File: src/rtl/score_event_queue.sv
// score_event_queue
// Buffers collision hit events in a small FIFO and replays them to the score
// accumulator as single-cycle add pulses. Each pulse carries a BCD point value.
// A fixed idle gap after every pulse keeps requests from overlapping an add
// that is still in flight.
module score_event_queue #(
    parameter int DIGITS     = 4,
    parameter int DEPTH      = 4,
    parameter int GAP_CYCLES = 8
) (
    input  logic                       clk,
    input  logic                       resetN,
    input  logic                       clear,
    input  logic                       hit_valid,
    input  logic [1:0]                 hit_type,
    output logic                       add,
    output logic [DIGITS-1:0][3:0]     sum,
    output logic [$clog2(DEPTH):0]     pending,
    output logic                       overflow
);

    localparam int PW = $clog2(DEPTH);
    localparam int CW = PW + 1;
    localparam int GW = $clog2(GAP_CYCLES + 1);

    typedef enum logic [1:0] {
        ST_IDLE  = 2'd0,
        ST_ISSUE = 2'd1,
        ST_GAP   = 2'd2
    } state_t;

    state_t                   state_q, state_d;
    logic [PW-1:0]            rd_ptr_q, rd_ptr_d;
    logic [PW-1:0]            wr_ptr_q, wr_ptr_d;
    logic [CW-1:0]            count_q, count_d;
    logic [GW-1:0]            gap_q, gap_d;
    logic [DIGITS-1:0][3:0]   sum_q, sum_d;
    logic                     overflow_q, overflow_d;
    logic [1:0]               mem_q [DEPTH];

    logic                     empty;
    logic                     full;
    logic                     pop_slot;
    logic                     pop;
    logic                     push;
    logic                     drop;

    // Only the 2-bit type is stored; the point value is derived when popped.
    function automatic logic [DIGITS-1:0][3:0] type_to_bcd(input logic [1:0] t);
        logic [DIGITS-1:0][3:0] v;
        v = '0;
        case (t)
            2'd0:    v[1] = 4'd2;   // large asteroid: 20
            2'd1:    v[1] = 4'd5;   // medium asteroid: 50
            2'd2:    v[2] = 4'd1;   // small asteroid: 100
            default: v[3] = 4'd1;   // saucer: 1000
        endcase
        return v;
    endfunction

    // Handshake decode. The pop decision uses the pre-push count, so a hit that
    // arrives at an empty queue is issued one cycle later. A full queue still
    // accepts a hit in a cycle where it also pops.
    always_comb begin
        empty    = (count_q == '0);
        full     = (count_q == CW'(DEPTH));
        pop_slot = (state_q == ST_IDLE) || ((state_q == ST_GAP) && (gap_q == GW'(1)));
        pop      = !clear && pop_slot && !empty;
        push     = !clear && hit_valid && (!full || pop);
        drop     = !clear && hit_valid && full && !pop;
    end

    // FIFO pointer, occupancy and sticky overflow next-state. Clear flushes them.
    always_comb begin
        rd_ptr_d   = rd_ptr_q;
        wr_ptr_d   = wr_ptr_q;
        count_d    = count_q;
        overflow_d = overflow_q;
        if (clear) begin
            rd_ptr_d   = '0;
            wr_ptr_d   = '0;
            count_d    = '0;
            overflow_d = 1'b0;
        end else begin
            if (pop) begin
                rd_ptr_d = rd_ptr_q + PW'(1);
            end
            if (push) begin
                wr_ptr_d = wr_ptr_q + PW'(1);
            end
            count_d    = count_q + CW'(push) - CW'(pop);
            overflow_d = overflow_q | drop;
        end
    end

    // Issue sequencer: IDLE -> ISSUE (one add cycle) -> GAP (GAP_CYCLES idle)
    // -> ISSUE again on the last gap cycle if work is waiting.
    always_comb begin
        state_d = state_q;
        gap_d   = gap_q;
        sum_d   = sum_q;
        if (clear) begin
            state_d = ST_IDLE;
            gap_d   = '0;
            sum_d   = '0;
        end else begin
            case (state_q)
                ST_IDLE: begin
                    if (pop) begin
                        state_d = ST_ISSUE;
                    end
                end
                ST_ISSUE: begin
                    gap_d   = GW'(GAP_CYCLES);
                    state_d = ST_GAP;
                end
                ST_GAP: begin
                    gap_d = gap_q - GW'(1);
                    if (gap_q == GW'(1)) begin
                        state_d = pop ? ST_ISSUE : ST_IDLE;
                    end
                end
                default: begin
                    state_d = ST_IDLE;
                    gap_d   = '0;
                end
            endcase
            // sum only moves on a pop, so it stays stable through ISSUE and GAP.
            if (pop) begin
                sum_d = type_to_bcd(mem_q[rd_ptr_q]);
            end
        end
    end

    // FIFO storage; contents need no reset because occupancy gates every read.
    always_ff @(posedge clk) begin
        if (push) begin
            mem_q[wr_ptr_q] <= hit_type;
        end
    end

    // Control and output registers; reset drops any in-flight pulse at once.
    always_ff @(posedge clk or negedge resetN) begin
        if (!resetN) begin
            state_q    <= ST_IDLE;
            rd_ptr_q   <= '0;
            wr_ptr_q   <= '0;
            count_q    <= '0;
            gap_q      <= '0;
            sum_q      <= '0;
            overflow_q <= 1'b0;
        end else begin
            state_q    <= state_d;
            rd_ptr_q   <= rd_ptr_d;
            wr_ptr_q   <= wr_ptr_d;
            count_q    <= count_d;
            gap_q      <= gap_d;
            sum_q      <= sum_d;
            overflow_q <= overflow_d;
        end
    end

    // The add pulse is decoded straight from the registered state.
    always_comb begin
        add      = (state_q == ST_ISSUE);
        sum      = sum_q;
        pending  = count_q;
        overflow = overflow_q;
    end

endmodule

File: config.mk
export PLATFORM = sky130hd
export DESIGN_NAME = score_event_queue
export DESIGN_NICKNAME = d
export VERILOG_FILES = /design/src/rtl/score_event_queue.sv
export SDC_FILE = /design/constraint.sdc
export NUM_CORES = 1
export LEC_CHECK = 0
export CORE_AREA = 3 3 62 64
export DETAILED_ROUTE_END_ITERATION = 8
export DIE_AREA = 0 0 65 67
export DONT_BUFFER_PORTS = 1
export HOLD_SLACK_MARGIN = 0.1
export SETUP_SLACK_MARGIN = 0.5
export SLEW_MARGIN = 20
export SYNTH_ARGS = -nofsm -noshare
export SYNTH_HDL_FRONTEND = slang
export SYNTH_SLANG_ARGS = --single-unit
export TNS_END_PERCENT = 20
File: constraint.sdc
create_clock -name clk -period 3.3 [get_ports clk]
set_input_delay 0.66 -clock clk [delete_from_list [all_inputs] [get_ports clk]]
set_output_delay 0.66 -clock clk [all_outputs]
set_load 0.01 [all_outputs]
==> metrics <==
MaxCap Viol Count 0; Leakage 0.697 nW; antenna cells 0; vias in the first global route 942; Clock Skews 0.00583 ns; Final Cycle Share 0.795; clock period minus worst slack 2.62 ns; die footprint 4360 µm²; GR Layer Usage met2 0.218; Mapped Area 1460 µm²; Yosys top cell area share 0.308; HPWL after DPL 1850 µm; antenna-violating nets left 0; global route hottest layer met2; most common cell in the netlist dfrtp_1; Worst-path clk slew 0.15 ns; worst path required time 3.53 ns; Root Buffer clkbuf_4; DRT Pass-1 Iters 5; layout cells sized above 1 0.130; Synth cell types 34; GRT overflow 0; kind of critical path flop to flop; register area share after synthesis 0.473; Ys Warns 0; DR vias 914; DRC 0; RSZ-0062 raised after global routing false; number of synthesized register bits 26; depth of the CTS H-tree 1; I/O pin total 27; CTS tree done; fin nets 158; Commonest cells post-synth 18 x dfrtp_1, 15 x nor2_1, 12 x buf_4, 12 x ha_1, 10 x inv_1; Worst Hold Depth 1; kind of end point of the critical path flop; Syn Area/Cell 10.9 µm²; worst flop-to-flop path startpoint state_q[1]$_DFFE_PN0P_; cts bufs inserted 3; met1 Usage GRT 0.163; DR iter-0 viols 37; total wire length 2550 µm; worst-path fanout max 5; Worst IR Drop VDD 0.340 mV; Critical Path Source Type flop; Reg2Reg Depth 13; Area contributors post-synth dfrtp_1 31%, edfxtp_1 16%, ha_1 10%, buf_4 6.2%, nor2_1 3.9%; Layout area overhead 7.37%; Overall Global Routing Usage 0.131; Avg WL per Cell 13.9 µm; Hold Path Sink pending[0]$_DFF_PN0_; Hold Fails Final Rpt 0; Syn Inst Count 134; Slew Limit Fails 0; Rel. slew slack 0.432; Fmax 381 MHz; first-pass GRT wire length 4330 µm; Max Root-Sink Buffers 2; Setup-failing EPs final 0; Hold WC Path Type primary input to flop; hold path startpoint clear; met3 global-route usage 0.0320; r2r endpoint pending[2]$_DFF_PN0_; Slew @ Worst Pin 0.849 ns; vias per cell 4.97; Fin Setup TNS 0 ns; Arrival @ worst endpoint 2.86 ns; R2R Setup Slk 0.68 ns; core box area 3340 µm²; main flop type after synthesis dfrtp_1; initial core utilization 0.438; initial antenna violation count 0; asr flop ratio synth 0.692; Rows 21; Design Power 0.00109 W; Die Ht 67 µm; Synth area leader dfrtp_1; Clock Sinks 26; largest net degree at the start of global routing 20; GPL Wtd Cong 0.804; status finished clean; Die X 65 µm; Cell Pwr Density 693 nW/µm²; Filler cells 320; Post-synth EDFFs 8; worst-skew pair later-pin latency 0.32 ns; # port buffers 0
## sequential cells by signal (all words and copies together), names as in the netlist
| signal | flops |
|---|---|
| sum | 4 |
| wr_ptr_q | 2 |
| rd_ptr_q | 2 |
| state_q | 2 |
| gap_q | 4 |
| mem_q | 8 |
| pending | 3 |
| overflow | 1 |
## power breakdown
part,switching [W],internal [W]
combinational,0.000215,0.000187
clock,0.0000972,0.000123
sequential,0.0000768,0.000388
## routing by layer
| metal | wire, µm | vias up |
|---|---|---|
| li1 | - | 444 |
| met1 | 1150 | 440 |
| met2 | 1230 | 28 |
| met3 | 159 | 2 |
| met4 | 15 | 0 |
| met5 | 0 | - |
## stage by stage
step                      utilization  hold WS (ns)  setup WS, ns  cells  area (µm²)
final                           0.470         0.374         0.677    184        1570
after global routing            0.470         0.346         0.508    184        1570
after CTS                       0.459         0.361         0.516    182        1530
after detailed placement        0.438         0.365         0.505    176        1460
after global placement          0.438         0.365         0.566    176        1460
after floorplan                     -         0.364         0.634    144        1500
## area by class of cell
class                   count  area, µm²  area share
multi-input cells          93        689       0.440
clock buffers               3       22.5      0.0144
repair buffers              5       40.0      0.0255
inverters                  10       37.5      0.0239
well taps                  46       57.6      0.0367
flip-flops and latches     26        691       0.441
clock inverters             1       30.0      0.0192
## what timing repair did
action	4_1_cts	5_1_grt
setup endpoints to repair	1	2
hold buffers	1	0
buffers inserted	1	2
endpoints found under the hold margin	18	0
gates resized for setup	0	4
pin swaps	0	3
## worst max-delay path: stages (launching register included)
cell and delay (ns):
dfrtp_1 0.42, inv_1 0.08, ha_1 0.20, or4b_4 0.51, o21ai_4 0.19, nor2_2 0.07
inv_1 0.05, ha_1 0.21, inv_1 0.06, ha_1 0.13, inv_1 0.05, fa_1 0.37
xnor2_1 0.15, nor2_1 0.05
## cells by family after synthesis
kind of cell,Yosys count,synth area share
other,1,0.00257
and+or+nand+nor,41,0.147
xor gates and xnor gates,5,0.0300
AOI/OAI and AO/OA,17,0.0771
buffers and inverters,25,0.0951
DFF,26,0.473
adders and majority gates,13,0.117
muxes,6,0.0583
## layout by cell type (no fill, tap or decap), drive strengths merged, types with 5 or more instances in the layout
cell type / n
a21oi: 6
conb: 11
dfrtp: 18
edfxtp: 8
ha: 12
inv: 10
nand2: 5
nor2: 15
## worst max-delay path by stage
stage	slack, ns	cells after the start	start	endpoint
global placement	0.57	13	state_q[0]$_DFFE_PN0P_	pending[2]$_DFF_PN0_
floorplan	0.63	13	state_q[0]$_DFFE_PN0P_	pending[2]$_DFF_PN0_
global route	0.51	13	state_q[1]$_DFFE_PN0P_	pending[2]$_DFF_PN0_
finish	0.68	13	state_q[1]$_DFFE_PN0P_	pending[2]$_DFF_PN0_
detailed placement	0.50	13	state_q[0]$_DFFE_PN0P_	pending[2]$_DFF_PN0_
CTS	0.52	13	state_q[1]$_DFFE_PN0P_	pending[2]$_DFF_PN0_
Note: power is estimated with default switching activity, not from simulation.
